$ cat src/rtl/regfile_write_arbiter_if.sv
// Bus between the two writeback requesters, the hazard unit and the
// register-file write arbiter.
//   reqN_valid/ready/reg/value : one write offer per requester (N = 0 load, 1 ALU/CSR)
//   write_control              : registered {enable, which_register, value} to register_file
//   rs1/rs2, rsX_pending       : decode-stage source registers and their pending flags
// Modport slave is the arbiter side; master is the requester/hazard side.
interface regfile_write_arbiter_if #(
  parameter int XLEN = 32
);
  typedef struct packed {
    logic            enable;
    logic [4:0]      which_register;
    logic [XLEN-1:0] value;
  } reg_write_control_t;

  logic            req0_valid;
  logic            req0_ready;
  logic [4:0]      req0_reg;
  logic [XLEN-1:0] req0_value;

  logic            req1_valid;
  logic            req1_ready;
  logic [4:0]      req1_reg;
  logic [XLEN-1:0] req1_value;

  reg_write_control_t write_control;

  logic [4:0]      rs1;
  logic [4:0]      rs2;
  logic            rs1_pending;
  logic            rs2_pending;

  modport master (
    output req0_valid, req0_reg, req0_value,
    output req1_valid, req1_reg, req1_value,
    output rs1, rs2,
    input  req0_ready, req1_ready, write_control, rs1_pending, rs2_pending
  );

  modport slave (
    input  req0_valid, req0_reg, req0_value,
    input  req1_valid, req1_reg, req1_value,
    input  rs1, rs2,
    output req0_ready, req1_ready, write_control, rs1_pending, rs2_pending
  );
endinterface

$ cat src/rtl/regfile_write_arbiter.sv
// regfile_write_arbiter
//   Shares the register file's single write port between two writeback
//   requesters (slot0 = load/memory, slot1 = ALU/CSR). Each requester owns a
//   one-entry holding slot; an aging fixed-priority arbiter drains one slot per
//   cycle. A granted write passes one in-flight stage and then appears on the
//   registered write_control, so an accept at edge N shows enable=1 after
//   edge N+2.
// Ports
//   clock  : rising-edge clock for all state
//   reset  : asynchronous, active-low; clears slots, age, starve counter, outputs
//   bus    : regfile_write_arbiter_if.slave (request handshakes, write_control,
//            rs1/rs2 and their pending flags)
module regfile_write_arbiter #(
  parameter int XLEN         = 32,
  parameter int STARVE_LIMIT = 4
) (
  input  logic                          clock,
  input  logic                          reset,
  regfile_write_arbiter_if.slave        bus
);

  localparam logic [3:0] STARVE_MAX = 4'(STARVE_LIMIT);

  // Slot storage, index 0 = requester 0, index 1 = requester 1.
  logic [1:0]                held_q, held_d;
  logic [1:0][4:0]           reg_q, reg_d;
  logic [1:0][XLEN-1:0]      val_q, val_d;
  // age_q = 1 means slot1 holds the older write.
  logic                      age_q, age_d;
  logic [3:0]                starve_q, starve_d;

  // In-flight stage between the arbiter and write_control.
  logic                      fl_en_q, fl_en_d;
  logic [4:0]                fl_reg_q, fl_reg_d;
  logic [XLEN-1:0]           fl_val_q, fl_val_d;

  logic                      wc_en_q, wc_en_d;
  logic [4:0]                wc_reg_q, wc_reg_d;
  logic [XLEN-1:0]           wc_val_q, wc_val_d;

  logic [1:0]                in_valid;
  logic [1:0][4:0]           in_reg;
  logic [1:0][XLEN-1:0]      in_val;

  logic [1:0]                grant;
  logic [1:0]                ready;
  logic [1:0]                accept;
  logic [1:0]                fill;
  logic [1:0]                stays;
  logic [1:0]                match_rs1;
  logic [1:0]                match_rs2;

  assign in_valid = {bus.req1_valid, bus.req0_valid};
  assign in_reg   = {bus.req1_reg,   bus.req0_reg};
  assign in_val   = {bus.req1_value, bus.req0_value};

  // Arbitration over held slots. A same-register pair must drain oldest first
  // so the register ends with the newest value; that rule outranks the
  // anti-starvation rule.
  always_comb begin
    grant = 2'b00;
    if (held_q[0] && !held_q[1]) begin
      grant = 2'b01;
    end else if (!held_q[0] && held_q[1]) begin
      grant = 2'b10;
    end else if (held_q[0] && held_q[1]) begin
      if (reg_q[0] == reg_q[1]) begin
        grant = age_q ? 2'b10 : 2'b01;
      end else if (starve_q == STARVE_MAX) begin
        grant = 2'b10;
      end else begin
        grant = 2'b01;
      end
    end
  end

  for (genvar gi = 0; gi < 2; gi++) begin : g_slot
    // Ready also while the slot drains, so an uncontended requester can
    // stream one write per cycle. Forced low while reset is asserted.
    assign ready[gi]  = reset & (~held_q[gi] | grant[gi]);
    assign accept[gi] = in_valid[gi] & ready[gi];
    // Writes to x0 complete the handshake but are simply dropped.
    assign fill[gi]   = accept[gi] & (in_reg[gi] != 5'd0);
    assign stays[gi]  = held_q[gi] & ~grant[gi];
    assign held_d[gi] = fill[gi] | stays[gi];
    assign reg_d[gi]  = fill[gi] ? in_reg[gi] : reg_q[gi];
    assign val_d[gi]  = fill[gi] ? in_val[gi] : val_q[gi];
    assign match_rs1[gi] = held_q[gi] & (reg_q[gi] == bus.rs1);
    assign match_rs2[gi] = held_q[gi] & (reg_q[gi] == bus.rs2);
  end

  // Age: a new fill is younger than a slot that keeps its old contents.
  // When both slots fill on the same edge, requester 0 counts as earlier.
  always_comb begin
    age_d = age_q;
    if (fill[0] && fill[1]) begin
      age_d = 1'b0;
    end else if (fill[0] && stays[1]) begin
      age_d = 1'b1;
    end else if (fill[1] && stays[0]) begin
      age_d = 1'b0;
    end
  end

  // Counts consecutive cycles slot1 waited while held; saturates at the limit.
  always_comb begin
    starve_d = 4'd0;
    if (stays[1]) begin
      starve_d = (starve_q == STARVE_MAX) ? starve_q : starve_q + 4'd1;
    end
  end

  // Write path: grant -> in-flight stage -> write_control. Register and value
  // hold their last contents whenever enable is low.
  always_comb begin
    fl_en_d  = |grant;
    fl_reg_d = fl_reg_q;
    fl_val_d = fl_val_q;
    if (grant[1]) begin
      fl_reg_d = reg_q[1];
      fl_val_d = val_q[1];
    end else if (grant[0]) begin
      fl_reg_d = reg_q[0];
      fl_val_d = val_q[0];
    end
    wc_en_d  = fl_en_q;
    wc_reg_d = wc_reg_q;
    wc_val_d = wc_val_q;
    if (fl_en_q) begin
      wc_reg_d = fl_reg_q;
      wc_val_d = fl_val_q;
    end
  end

  always_ff @(posedge clock or negedge reset) begin
    if (!reset) begin
      held_q   <= '0;
      reg_q    <= '0;
      val_q    <= '0;
      age_q    <= 1'b0;
      starve_q <= 4'd0;
      fl_en_q  <= 1'b0;
      fl_reg_q <= 5'd0;
      fl_val_q <= '0;
      wc_en_q  <= 1'b0;
      wc_reg_q <= 5'd0;
      wc_val_q <= '0;
    end else begin
      held_q   <= held_d;
      reg_q    <= reg_d;
      val_q    <= val_d;
      age_q    <= age_d;
      starve_q <= starve_d;
      fl_en_q  <= fl_en_d;
      fl_reg_q <= fl_reg_d;
      fl_val_q <= fl_val_d;
      wc_en_q  <= wc_en_d;
      wc_reg_q <= wc_reg_d;
      wc_val_q <= wc_val_d;
    end
  end

  assign bus.req0_ready    = ready[0];
  assign bus.req1_ready    = ready[1];
  assign bus.write_control = {wc_en_q, wc_reg_q, wc_val_q};

  // A register is pending while its write sits in a slot, in the in-flight
  // stage, or on write_control. x0 is never pending.
  assign bus.rs1_pending = (bus.rs1 != 5'd0) &
                           ((|match_rs1) |
                            (fl_en_q & (fl_reg_q == bus.rs1)) |
                            (wc_en_q & (wc_reg_q == bus.rs1)));
  assign bus.rs2_pending = (bus.rs2 != 5'd0) &
                           ((|match_rs2) |
                            (fl_en_q & (fl_reg_q == bus.rs2)) |
                            (wc_en_q & (wc_reg_q == bus.rs2)));

endmodule

$ cat src/flat_wrapper.sv
// flat-port wrapper written by rule: the top's interface ports become plain ports
module regfile_write_arbiter_flat 
#(
  parameter int XLEN         = 32,
  parameter int STARVE_LIMIT = 4
)
  (clock, reset, bus_req0_valid, bus_req0_reg, bus_req0_value, bus_req1_valid, bus_req1_reg, bus_req1_value, bus_rs1, bus_rs2, bus_req0_ready, bus_req1_ready, bus_write_control, bus_rs1_pending, bus_rs2_pending);
  regfile_write_arbiter_if #(.XLEN(XLEN)) bus_i ();
  input  logic clock;
  input  logic reset;
  input wire logic [$bits(bus_i.req0_valid)-1:0] bus_req0_valid;
  input wire logic [$bits(bus_i.req0_reg)-1:0] bus_req0_reg;
  input wire logic [$bits(bus_i.req0_value)-1:0] bus_req0_value;
  input wire logic [$bits(bus_i.req1_valid)-1:0] bus_req1_valid;
  input wire logic [$bits(bus_i.req1_reg)-1:0] bus_req1_reg;
  input wire logic [$bits(bus_i.req1_value)-1:0] bus_req1_value;
  input wire logic [$bits(bus_i.rs1)-1:0] bus_rs1;
  input wire logic [$bits(bus_i.rs2)-1:0] bus_rs2;
  output wire logic [$bits(bus_i.req0_ready)-1:0] bus_req0_ready;
  output wire logic [$bits(bus_i.req1_ready)-1:0] bus_req1_ready;
  output wire logic [$bits(bus_i.write_control)-1:0] bus_write_control;
  output wire logic [$bits(bus_i.rs1_pending)-1:0] bus_rs1_pending;
  output wire logic [$bits(bus_i.rs2_pending)-1:0] bus_rs2_pending;
  assign bus_i.req0_valid = bus_req0_valid;
  assign bus_i.req0_reg = bus_req0_reg;
  assign bus_i.req0_value = bus_req0_value;
  assign bus_i.req1_valid = bus_req1_valid;
  assign bus_i.req1_reg = bus_req1_reg;
  assign bus_i.req1_value = bus_req1_value;
  assign bus_i.rs1 = bus_rs1;
  assign bus_i.rs2 = bus_rs2;
  assign bus_req0_ready = bus_i.req0_ready;
  assign bus_req1_ready = bus_i.req1_ready;
  assign bus_write_control = bus_i.write_control;
  assign bus_rs1_pending = bus_i.rs1_pending;
  assign bus_rs2_pending = bus_i.rs2_pending;
  regfile_write_arbiter #(.XLEN(XLEN), .STARVE_LIMIT(STARVE_LIMIT)) u_core (.clock(clock), .reset(reset), .bus(bus_i));
endmodule
$ cat config.mk
export PLATFORM = sky130hd
export DESIGN_NAME = regfile_write_arbiter_flat
export DESIGN_NICKNAME = d
export VERILOG_FILES = /design/src/rtl/regfile_write_arbiter_if.sv /design/src/rtl/regfile_write_arbiter.sv /design/src/flat_wrapper.sv
export SDC_FILE = /design/constraint.sdc
export NUM_CORES = 1
export LEC_CHECK = 0
export CAP_MARGIN = 20
export CORE_ASPECT_RATIO = 1.4
export CORE_MARGIN = 3
export CORE_UTILIZATION = 48
export DETAILED_ROUTE_END_ITERATION = 8
export GPL_TIMING_DRIVEN = 1
export PLACE_DENSITY = 0.88
export SYNTH_ARGS = -nofsm -noshare
export SYNTH_HDL_FRONTEND = slang
export SYNTH_SLANG_ARGS = --single-unit
$ cat constraint.sdc
create_clock -name clock -period 2.15 [get_ports clock]
set_input_delay 0.43 -clock clock [delete_from_list [all_inputs] [get_ports clock]]
set_output_delay 0.43 -clock clock [all_outputs]
set_load 0.01 [all_outputs]
Yosys cells after proc, flatten, opt, wreduce, memory -nomap -nowiden. Index checks and enable logic that the tools add are counted.

Latch bits: 0. ROM bits: 0. Bits in registers: 157. Word-level logic and storage cells: 87. RAM bits: 0. Input bits: 88. Memories kept: 0.

$lt $le $gt $ge: 0. Reductions and logical operators: 17. Equality and inequality tests: 11. Shift operators: 0. Bitwise gates (word level): 30. Add/sub/neg operators: 1. Multiplexer cells: 15. Divide/modulo/power cells: 0. Multipliers: 0.

Operators with widths (count): $mux W32 (2); $eq A5 B5 Y1 (9); $reduce_bool A5 Y1 (4); $and A1 B1 Y1 (18); $mux W2 (6); $mux W5 (2); $mux W4 (2); $or A1 B1 Y1 (8); $logic_and A1 B1 Y1 (6); $reduce_or A2 Y1 (3); $add A4 B1 Y4 const B (1); $eq A4 B3 Y1 const B (1); $not A1 Y1 (4); $mux W1 (3); $reduce_bool A3 Y1 (1); $logic_not A1 Y1 (2); $ne A2 B2 Y1 const B (1); $reduce_bool A2 Y1 (1).

Depth between registers and ports, before layout. Gate-level depths: netlist (run 1).

Word-level depth: 14. Depth in mapped cells: 9. Depth with buffers taken out: 7.

Worst setup path before layout (run 1). Ideal clock, no wire load.

Kind: reg2reg. Start: register u_core.reg_q[5] (netlist name). End: register u_core.val_q[33] (netlist name). Stages on the path, launching flop included: 10. Buffers on the path: 3. Clock period less this slack: 2126 ps. Setup time: 125 ps. Data required time: 2025 ps. Slack: 24 ps. Data arrival time: 2001 ps. Cell sequence: dfrtp_1 buf_6 xor2_1 nor3_4 a21oi_2 a31oi_4 a21o_1 buf_6 buf_12 mux2_4.

Longest elaborated chain between the ends: 9.

RTL lines: start: declaration (RTL line regfile_write_arbiter.sv:26) `logic [1:0][4:0] reg_q, reg_d;`; start signal: assignment (RTL line regfile_write_arbiter.sv:150) `reg_q <= reg_d;`; $eq A5 B5 Y1 (RTL line regfile_write_arbiter.sv:67) `if (reg_q[0] == reg_q[1]) begin`; $mux W2 (RTL line regfile_write_arbiter.sv:67); $mux W2 (RTL line regfile_write_arbiter.sv:66) `end else if (held_q[0] && held_q[1]) begin`; $mux W2 (RTL line regfile_write_arbiter.sv:64) `end else if (!held_q[0] && held_q[1]) begin`; $mux W2 (RTL line regfile_write_arbiter.sv:62) `if (held_q[0] && !held_q[1]) begin`; $or A1 B1 Y1 (RTL line regfile_write_arbiter.sv:80) `assign ready[gi] = reset & (~held_q[gi] | grant[gi]);`; $and A1 B1 Y1 (RTL line regfile_write_arbiter.sv:80); $and A1 B1 Y1 (RTL line regfile_write_arbiter.sv:81) `assign accept[gi] = in_valid[gi] & ready[gi];`; $and A1 B1 Y1 (RTL line regfile_write_arbiter.sv:83) `assign fill[gi] = accept[gi] & (in_reg[gi] != 5'd0);`; end signal: assignment (RTL line regfile_write_arbiter.sv:151) `val_q <= val_d;`; end: declaration (RTL line regfile_write_arbiter.sv:27) `logic [1:0][XLEN-1:0] val_q, val_d;`.

Every way passes these cells. A chain may end at the register's enable or synchronous reset.

Worst setup path in the final report (run 1).
Start: register u_core.reg_q[9] (netlist name). End: output bus_req0_ready.

Longest elaborated chain between the ends: 7.

RTL lines: $eq A5 B5 Y1 (RTL line regfile_write_arbiter.sv:67); $mux W2 (RTL line regfile_write_arbiter.sv:67); $mux W2 (RTL line regfile_write_arbiter.sv:66); $mux W2 (RTL line regfile_write_arbiter.sv:64); $mux W2 (RTL line regfile_write_arbiter.sv:62); $or A1 B1 Y1 (RTL line regfile_write_arbiter.sv:80); $and A1 B1 Y1 (RTL line regfile_write_arbiter.sv:80); end: declaration (RTL line flat_wrapper.sv:19) `output wire logic [$bits(bus_i.req0_ready)-1:0] bus_req0_ready;`.

Every way passes these cells.

==> results of run 1 <==
worst max-delay path by stage:
stage	depth (start not counted)	start	to
finish	6	u_core.reg_q[9]$_DFFE_PN0P_	bus_req0_ready
global route	6	u_core.reg_q[9]$_DFFE_PN0P_	bus_req0_ready
CTS	8	u_core.reg_q[6]$_DFFE_PN0P_	bus_req1_ready
detailed placement	7	bus_rs2[3]	bus_rs2_pending
global placement	7	bus_rs1[3]	bus_rs1_pending
floorplan	9	u_core.reg_q[5]$_DFFE_PN0P_	u_core.val_q[33]$_DFFE_PN0P_
cells in the mapped netlist, types with 4 or more instances:
| master | count |
|---|---|
| nand3_1 | 9 |
| buf_6 | 5 |
| buf_2 | 10 |
| or4_1 | 4 |
| clkbuf_1 | 22 |
| inv_1 | 4 |
| o21a_1 | 4 |
| nor4_1 | 8 |
| dfrtp_1 | 157 |
| a21oi_1 | 4 |
| mux2_4 | 29 |
| mux2i_1 | 34 |
| a221o_1 | 33 |
| mux2_2 | 80 |
| nor2_1 | 38 |
| xnor2_1 | 10 |
| xor2_1 | 37 |
sequential cells by signal, summed over array words and instances, names as in the netlist:
register	count
u_core.starve_q	4
u_core.fl_reg_q	5
u_core.held_q	2
u_core.wc_reg_q	5
u_core.wc_en_q	1
u_core.fl_val_q	32
u_core.wc_val_q	32
u_core.val_q	64
u_core.reg_q	10
u_core.age_q	1
u_core.fl_en_q	1
worst max-delay path: cells and delay by family, from the launching register on:
kind            cells  cell delay, ns
compound gates      3            0.53
xor+xnor            1            0.22
buf+inv             1            0.14
flops               1            0.44
simple gates        1            0.32
through the flow:
step / TNS, ns / instance area [µm²] / util (%) / setup slack, ns / hold slack [ns]
2_1_floorplan: 0 / 7253 / - / 0.02412 / 0.1344
3_5_place_dp: -42.38 / 9011 / 61.56 / -0.6297 / 0.2402
5_1_grt: -28.50 / 10310 / 70.43 / -0.4152 / 0.3848
6_report: -23.09 / 10310 / 70.43 / -0.3393 / 0.3917
4_1_cts: -16.74 / 10080 / 68.88 / -0.3074 / 0.3733
3_3_place_gp: -39.09 / 9011 / 61.56 / -0.5975 / 0.2426
kinds of logic (layout without fill, tap and decap cells):
| family | count (synthesis) | in the layout | synth area share (%) |
|---|---|---|---|
| adders and majority gates | 2 | 2 | 0.3450 |
| and+or+nand+nor | 78 | 79 | 5.365 |
| muxes | 143 | 143 | 23.12 |
| buffers and inverters | 48 | 250 | 3.916 |
| AOI/OAI and AO/OA | 58 | 58 | 7.418 |
| xor gates and xnor gates | 47 | 47 | 5.675 |
| DFF | 157 | 157 | 54.17 |
report_power, final:
group,leakage (nW),switching (mW),internal (mW),total (mW)
Combinational,2.40,1.12,1.77,2.89
Sequential,1.88,0.554,3.66,4.21
Clock,0.303,1.19,1.95,3.14
Total,4.58,2.86,7.38,10.2
area by class of cell:
type,count,area (µm²)
Fill cell,991,4329
Sequential cell,157,3938
Multi-Input combinational cell,329,3198
Timing Repair Buffer,215,2305
Clock buffer,22,484.2
Tap cell,189,236.5
Clock inverter,9,133.9
Inverter,4,15.01
repair_timing:
action	in CTS	in global routing
setup endpoints to repair	105	120
buffers inserted	22	4
pin swaps	16	14
resized for setup	69	29
hold endpoints to repair	2	0
cloned	7	4
hold buffers	1	0
routing by layer:
layer,vias up,track usage [%]
met4,0,10.04
met1,2632,28.56
met3,29,4.051
met2,152,43.68
met5,-,0
li1,2300,-
==> results.md, run 1 <==
* Outcome: finished, violations left
* Violations in the final reports: negative setup slack
* First-pass GRT wire length at a little over 30,000 µm
* Die span in x at roughly 110 µm
* Mean post-synth cell area at around 14 µm²
* Initial DRC Count at about 270
* PortBufs at about 130
* Clock Latency Late Sink at around 0.41 ns
* Most common cell after layout, fill and taps aside: dfrtp_1
* Final nets at 814
* Placer Congestion at 0.8586
* Min Clock Period, post-route at 2.489 ns
* Power density cells at between 900 and 1000 nW/µm²
* Critical path type: flop to output port
* Final Hold Fails at 0
* Ranking of synthesized cells by area: dfrtp_1 54%, mux2_2 12%, mux2_4 6.0%
* Synth unique cells at 46
* I/O pins at 130
* Worst slew margin at between 40% and 50%
* Peak clock frequency supported by timing at roughly 0.4 GHz
* Worst-case clock skew at slightly below 0.008 ns
* Final slew viol count at 0
* Grt ovf at 0
* Max Cap Violations at 0
* Crit path largest cell delay at 0.44 ns
* Vias per cell at ~5.5
* Final setup viols at roughly 120
* DRT Pass-1 Iters at 4
* Ratio of cells with drive above 1 in the final layout at a little over a third
* Core region area at around 15,000 µm²
* Worst r2r src: u_core.reg_q[9]$_DFFE_PN0P_
* Reg-to-reg slack, setup at -0.31 ns
* CTS tree: yes
* Initial Utilization at ~50%
* Full die area at around 17,000 µm²
* Worst path required time at about 1.7 ns
* Ys async rst share at between 90% and 100%
* Clock sinks at between 150 and 200
* DR DRC count at 0
* Fin crit share at 115.8%
* Vert. Die Dim at approximately 150 µm
* Routed Antenna Nets at 0
* Synthesized flop and latch total at between 150 and 200
* Tot GR Track Use at 24.40%
* CP max FO at 3
* Row cnt at 52
* Top FF cell, synth: dfrtp_1
* Largest net degree at the start of global routing at 73
* Synthesized cell area at just over 7000 µm²
* Clk slew on worst S/H paths at about 0.060 ns
* Clk root buf: clkbuf_16
* RR Endpoint: u_core.fl_reg_q[1]$_DFFE_PN0P_
* Critical-path cell list: xor2_2 -> nor3_4 -> a21oi_2 -> a31oi_4 -> o21a_1 -> buf_2
* P_leak at roughly 4.6 nW
* Total wire length at ~20,000 µm
* Post-route insts no fill at about 930
* Worst-Margin Slew at 0.8717 ns
* Crit. End Element: output port
* Unrepaired setup endpoints after global routing: yes
* Sequential element share of the synthesized area at a little over half
* Wirelength per Cell at roughly 22 µm
* Hold Path Class: input port to async pin
* Initial antenna violation count at 0
* Post-Syn Instances at between 500 and 600
* Top Metal Used: met4
* Vias in the first global route at 5,616
* Post-detail-place hpwl at 12,490 µm
* Design Power at 10.25 mW
* Clock buffer depth at 2
* Vias at 5,113
* H-tree levels at 4
* Crit path setup slack, layout at -0.3393 ns
* Syn_nets at about 620
* Synth Warn # at 0
* EDFF count, synth at 0
* Most frequent cells in the layout: 150 x dfrtp_1, 115 x clkdlybuf4s50_1, 69 x mux2_2, 44 x buf_4, 40 x mux2_4
* Placed insts at just under 900
* Area growth syn-to-layout at 42.14%
* Met3 routed WL at around 860 µm
* Number of diodes at 0
* Met2 routed WL at around 11,000 µm
* Dominant cell type by area after synthesis: dfrtp_1
* Startpoint Class: flop
* M1 WL at a little under 8000 µm
* CP max-delay cell: dfrtp_1
* R2r worst-path depth at 10
* Top cell type's share of synthesized area at a little over half
* Total CTS buffers at 17
* CP arrival at around 2.1 ns
* Worst vdd ir at about 0.00058 V
Note: power is estimated with default switching activity, not from simulation.
==> run 2: changes to the inputs <==
clock period = 2.11 ns   (was 2.15 ns; I/O delays follow)
==> results.md, run 2 (synthesized netlist as in run 1, its figures left out) <==
* Outcome: finished, violations left
* Violations in the final reports: negative setup slack
* First-pass GRT wire length at approximately 31,000 µm
* DRT Pass-1 Iters at 5
* Power density cells at 1001 nW/µm²
* DR DRC count at 0
* Total CTS buffers at 17
* Wirelength per Cell at about 22 µm
* Largest reg by FF count: u_core.val_q
* Unrepaired setup endpoints after global routing: yes
* Largest net degree at the start of global routing at between 90 and 100
* Crit path largest cell delay at roughly 0.40 ns
* Clk root buf: clkbuf_16
* Tot GR Track Use at about 25%
* H-tree levels at 4
* Final slew viol count at 0
* Worst-case clock skew at about 0.0094 ns
* Worst vdd ir at around 0.00068 V
* Routed Antenna Nets at 0
* Sw frac at about 28%
* Reg power frac at about two fifths
* Vias in the first global route at 5,643
* Clk network pwr share at between 20 and 30%
* Int Pwr at 7.446 mW
* Ratio of cells with drive above 1 in the final layout at 35.85%
* Peak clock frequency supported by timing at around 0.4 GHz
* Final nets at approximately 820
* Most common cell after layout, fill and taps aside: dfrtp_1
* CP arrival at 2.03 ns
* PortBufs at approximately 130
* CTS tree: yes
* Clk slew on worst S/H paths at approximately 0.06 ns
* Final Hold Fails at 0
* P_leak at between 4 and 5 nW
* Initial antenna violation count at 0
* Initial DRC Count at roughly 310
* Hold path cells at 2
* Full die area at approximately 17,000 µm²
* Clock Latency Late Sink at 0.41 ns
* Clock buffer depth at 2
* Startpoint Class: flop
* R2r worst-path depth at 10
* Worst-Margin Slew at ~0.64 ns
* Initial Utilization at roughly half
* Vias at between 5,000 and 6,000
* Area of the multi-input gates at ~3300 µm²
* Area growth syn-to-layout at 43.30%
* Post-detail-place hpwl at ~13,000 µm
* Filler cells at slightly below 1,000
* Number of flip-flops in the largest register at 64
* Critical path type: flop to output port
* Final setup viols at 108
* P_sw at about 3.0 mW
* Max Cap Violations at 0
* Final Cell Area at just over 10,000 µm²
* Vias per cell at 5.665
* Regs by FF count: u_core.val_q: 64 flops, u_core.fl_val_q: 32 flops, u_core.wc_val_q: 32 flops
* Min Clock Period, post-route at around 2.5 ns
* CP max FO at 3
* Most used cell, CP: buf_6
* Combinational group share of total power at approximately 29%
* Most frequent cells in the layout: 152 x dfrtp_1, 115 x clkdlybuf4s50_1, 55 x mux2_4, 54 x mux2_2, 52 x buf_4
* Placed cell area at 9051 µm²
* I/O pins at 130
* Placer Congestion at about 0.85
* Clock sinks at 157
* Total wire length at 20,710 µm
* Finished Core Util at a little under three quarters
* Critical-path cell list: buf_6 -> xor2_4 -> nor3_4 -> a21oi_2 -> a31oi_4 -> nand2_2 -> and2_4 -> buf_6
* Design Power at 10.41 mW
* Die span in x at 109.9 µm
* Number of diodes at 0
* CP max-delay cell: dfrtp_1
* Crit. End Element: output port
* Fin crit share at 116.3%
* Core region area at about 15,000 µm²
* Grt ovf at 0
* Crit path setup slack, layout at -0.3448 ns
* Row cnt at 52
* Register area at between 3000 and 4000 µm²
* Vert. Die Dim at 151.4 µm
* Worst path required time at roughly 1.7 ns
* Worst slew margin at 57.20%
* Hold Path Class: input port to flop
run 2: metrics by stage:
stage | TNS [ns] | cells | setup WS (ns) | hold slack (ns)
2_1_floorplan | -0.2275 | 533 | -0.008767 | 0.1264
3_3_place_gp | -38.79 | 866 | -0.6564 | 0.2779
3_5_place_dp | -43.12 | 866 | -0.6598 | 0.2820
4_1_cts | -17.35 | 928 | -0.2983 | 0.4061
5_1_grt | -25.56 | 931 | -0.4110 | 0.4018
6_report | -19.81 | 931 | -0.3448 | 0.4094
run 2: final cells by class:
type / instances / area share [%]
repair buffers: 220 / 22.41
multi-input cells: 329 / 31.50
flip-flops and latches: 157 / 37.86
inverters: 4 / 0.1445
well taps: 189 / 2.275
clock buffers: 21 / 4.526
clock inverters: 11 / 1.276
run 2: layer usage:
metal / wire (µm) / GRT usage [%]
met1: 7943 / 30.20
met2: 11240 / 44.84
met5: 0 / 0
met3: 953 / 4.136
met4: 571 / 8.796
run 2: final timing paths:
| kind | start | slack [ns] | end |
|---|---|---|---|
| worst max-delay path | u_core.reg_q[9]$_DFFE_PN0P_ | -0.34 | bus_req1_ready |
| worst min-delay path | bus_req0_reg[4] | 0.41 | u_core.reg_q[4]$_DFFE_PN0N_ |
| worst max register to register | u_core.reg_q[9]$_DFFE_PN0P_ | -0.28 | u_core.fl_val_q[12]$_DFFE_PN0P_ |
| worst min register to register | u_core.val_q[22]$_DFFE_PN0N_ | 0.49 | u_core.fl_val_q[22]$_DFFE_PN0P_ |
| max in group asynchronous | reset | 0.87 | u_core.reg_q[3]$_DFFE_PN0N_ |
| min in group asynchronous | reset | 0.44 | u_core.wc_val_q[10]$_DFFE_PN0P_ |
run 2: power by group through the flow:
stage	Sequential [mW]	Clock [mW]	Combinational, mW
after floorplan	4.27	0	1.35
after global placement	4.26	0	2.61
after detailed placement	4.31	0	2.70
after CTS	4.27	3.12	2.92
after global routing	4.38	3.25	3.22
final	4.30	3.08	3.02
run 2: what timing repair did:
item | in CTS | in global routing
buffers inserted | 23 | 9
endpoints found under the hold margin | 14 | 0
hold buffers | 1 | 0
gates resized for setup | 73 | 41
pin swaps | 20 | 15
cloned | 10 | 2
endpoints found under the setup margin | 110 | 121
run 2: worst max-delay path, delay by kind of cell (launching register included):
kind	cells	cell delay (ns)
flops	1	0.40
simple gates	3	0.47
xor+xnor	1	0.18
buf+inv	2	0.25
compound gates	2	0.31
==> run 3: changes to the inputs <==
CORE_UTILIZATION = 53   (was 48)
PLACE_DENSITY = 0.91   (was 0.88)
clock period = 2.6 ns   (was 2.11 ns; I/O delays follow)
==> results.md, run 3 (synthesized netlist as in run 1, its figures left out) <==
* Vias at between 5,000 and 6,000
* Area growth syn-to-layout at 31.67%
* Final setup viols at 0
* CP arrival at approximately 2 ns
* Regs by FF count: u_core.val_q: 64 flops, u_core.fl_val_q: 32 flops, u_core.wc_val_q: 32 flops
* Outcome: finished clean
* Met2 Use GR at approximately 47%
* Number of flip-flops in the largest register at between 60 and 70
* Combinational group share of total power at 25.6%
* Crit. End Element: output port
* Die span in x at roughly 100 µm
* Ratio of cells with drive above 1 in the final layout at between 30% and 40%
* Vias per cell at ~5.8
* DR DRC count at 0
* Final slew viol count at 0
* Max Cap Violations at 0
* Crit path largest cell delay at between 0.4 and 0.5 ns
* Clock sinks at 157
* Unrepaired setup endpoints after global routing: yes
* Final Cell Area at 9550 µm²
* First-pass GRT wire length at around 30,000 µm
* Total wire length at ~19,000 µm
* Clk slew on worst S/H paths at approximately 0.060 ns
* Worst path required time at 2.08 ns
* Grt ovf at 0
* Fin crit share at 99.10%
* Clock buffer depth at 2
* Number of diodes at 0
* DRT Pass-1 Iters at 6
* Initial DRC Count at approximately 280
* Int Pwr at 5.974 mW
* Full die area at ~15,000 µm²
* Row cnt at 49
* Final Hold Fails at 0
* I/O pins at 130
* Power density cells at about 870 nW/µm²
* Reg power frac at 42.3%
* Post-route insts no fill at 873
* PortBufs at 129
* Hold_ws at approximately 0.49 ns
* Global routing met3 resource utilization at about 5%
* Tot GR Track Use at between 20% and 30%
* CP max FO at 4
* R2r worst-path depth at 9
* Total CTS buffers at 17
* Post-detail-place hpwl at roughly 13,000 µm
* Clock Latency Late Sink at between 0.4 and 0.5 ns
* Core region area at around 13,000 µm²
* Placer Congestion at 0.8779
* Met1 Usage GRT at about 28%
* Most frequent cells in the layout: 150 x dfrtp_1, 116 x clkdlybuf4s50_1, 80 x mux2_2, 39 x buf_4, 38 x nor2_1
* Clk network pwr share at 32.1%
* Initial Utilization at a little under three fifths
* Clk root buf: clkbuf_16
* Critical path type: flop to output port
* Worst-Margin Slew at approximately 1.0 ns
* Largest net degree at the start of global routing at between 80 and 90
* RR Endpoint: u_core.val_q[62]$_DFFE_PN0P_
* Worst slew margin at roughly 33%
* Startpoint Class: flop
* Placed cell area at slightly below 9000 µm²
* Vias in the first global route at 5,621
* CTS tree: yes
* Design Power at roughly 8.3 mW
* Vert. Die Dim at roughly 140 µm
* Worst-case clock skew at approximately 0.008 ns
* Worst vdd ir at approximately 0.00064 V
* Busiest grt layer: met2
* Initial antenna violation count at 0
* P_leak at between 4 and 5 nW
* Worst r2r src: u_core.reg_q[4]$_DFFE_PN0N_
* Largest reg by FF count: u_core.val_q
* Finished Core Util at between 70% and 80%
* Placed insts at 831
* Final nets at just under 800
* Peak clock frequency supported by timing at around 0.39 GHz
* P_sw at between 2 and 2.5 mW
* Hold Path Class: input port to async pin
* Sw frac at roughly 28%
* CP max-delay cell: dfrtp_2
* Min Clock Period, post-route at between 2 and 3 ns
* Reg-to-reg slack, setup at ~0.13 ns
* Most common cell after layout, fill and taps aside: dfrtp_1
* Critical-path cell list: buf_4 -> xor2_1 -> nor4_2 -> nand3_1 -> nand4_1 -> o21a_1 -> dlygate4sd2_1
* Routed Antenna Nets at 0
* H-tree levels at 4
* Wirelength per Cell at ~22 µm
[run 3: worst max path at each step]
stage                                            from              end  slack, ns
final                     u_core.reg_q[6]$_DFFE_PN0P_  bus_rs2_pending       0.02
after global routing      u_core.reg_q[6]$_DFFE_PN0P_  bus_rs2_pending      -0.06
after CTS                 u_core.reg_q[6]$_DFFE_PN0P_   bus_req1_ready      0.009
after detailed placement                   bus_rs2[1]  bus_rs2_pending      -0.38
after global placement                     bus_rs1[3]  bus_rs1_pending      -0.33
after floorplan           u_core.reg_q[5]$_DFFE_PN0P_   bus_req1_ready       0.43
[run 3: power by group through the flow]
stage / Sequential, mW / Clock, mW / Combinational, mW
floorplan: 3.47 / 0 / 1.09
global placement: 3.49 / 0 / 1.98
detailed placement: 3.53 / 0 / 2.06
CTS: 3.50 / 2.70 / 2.13
global route: 3.57 / 2.81 / 2.28
finish: 3.51 / 2.67 / 2.12
[run 3: repair_timing]
item / 4_1_cts / 5_1_grt
gates cloned: 0 / 1
endpoints found under the hold margin: 10 / 0
hold buffers: 1 / 0
setup buffers: 7 / 1
endpoints found under the setup margin: 4 / 38
resized for setup: 23 / 8
pin swaps: 6 / 9
[run 3: area by class of cell]
class	count	area, µm²
Clock buffer	20	456.7
Clock inverter	12	185.2
Fill cell	875	3570
Inverter	4	15.01
Multi-Input combinational cell	329	3093
Sequential cell	157	3938
Tap cell	178	222.7
Timing Repair Buffer	173	1640
[run 3: stage by stage]
step	setup WS, ns	TNS (ns)
detailed placement	-0.3847	-4.533
finish	0.02328	0
global placement	-0.3272	-3.113
CTS	0.008917	0
floorplan	0.4316	0
global route	-0.05904	-0.07905
[run 3: worst max-delay path: cells and delay by family (launching register included)]
kind	cells	cell delay, ns
and+or+nand+nor	3	0.51
DFF	1	0.43
buffers and inverters	2	0.42
xor gates and xnor gates	1	0.16
AOI/OAI and AO/OA	1	0.12
[run 3: routing by layer]
layer	vias up	routed length (µm)
li1	2219	-
met1	2620	6989
met2	190	10440
met3	47	790
met4	0	600
met5	-	0
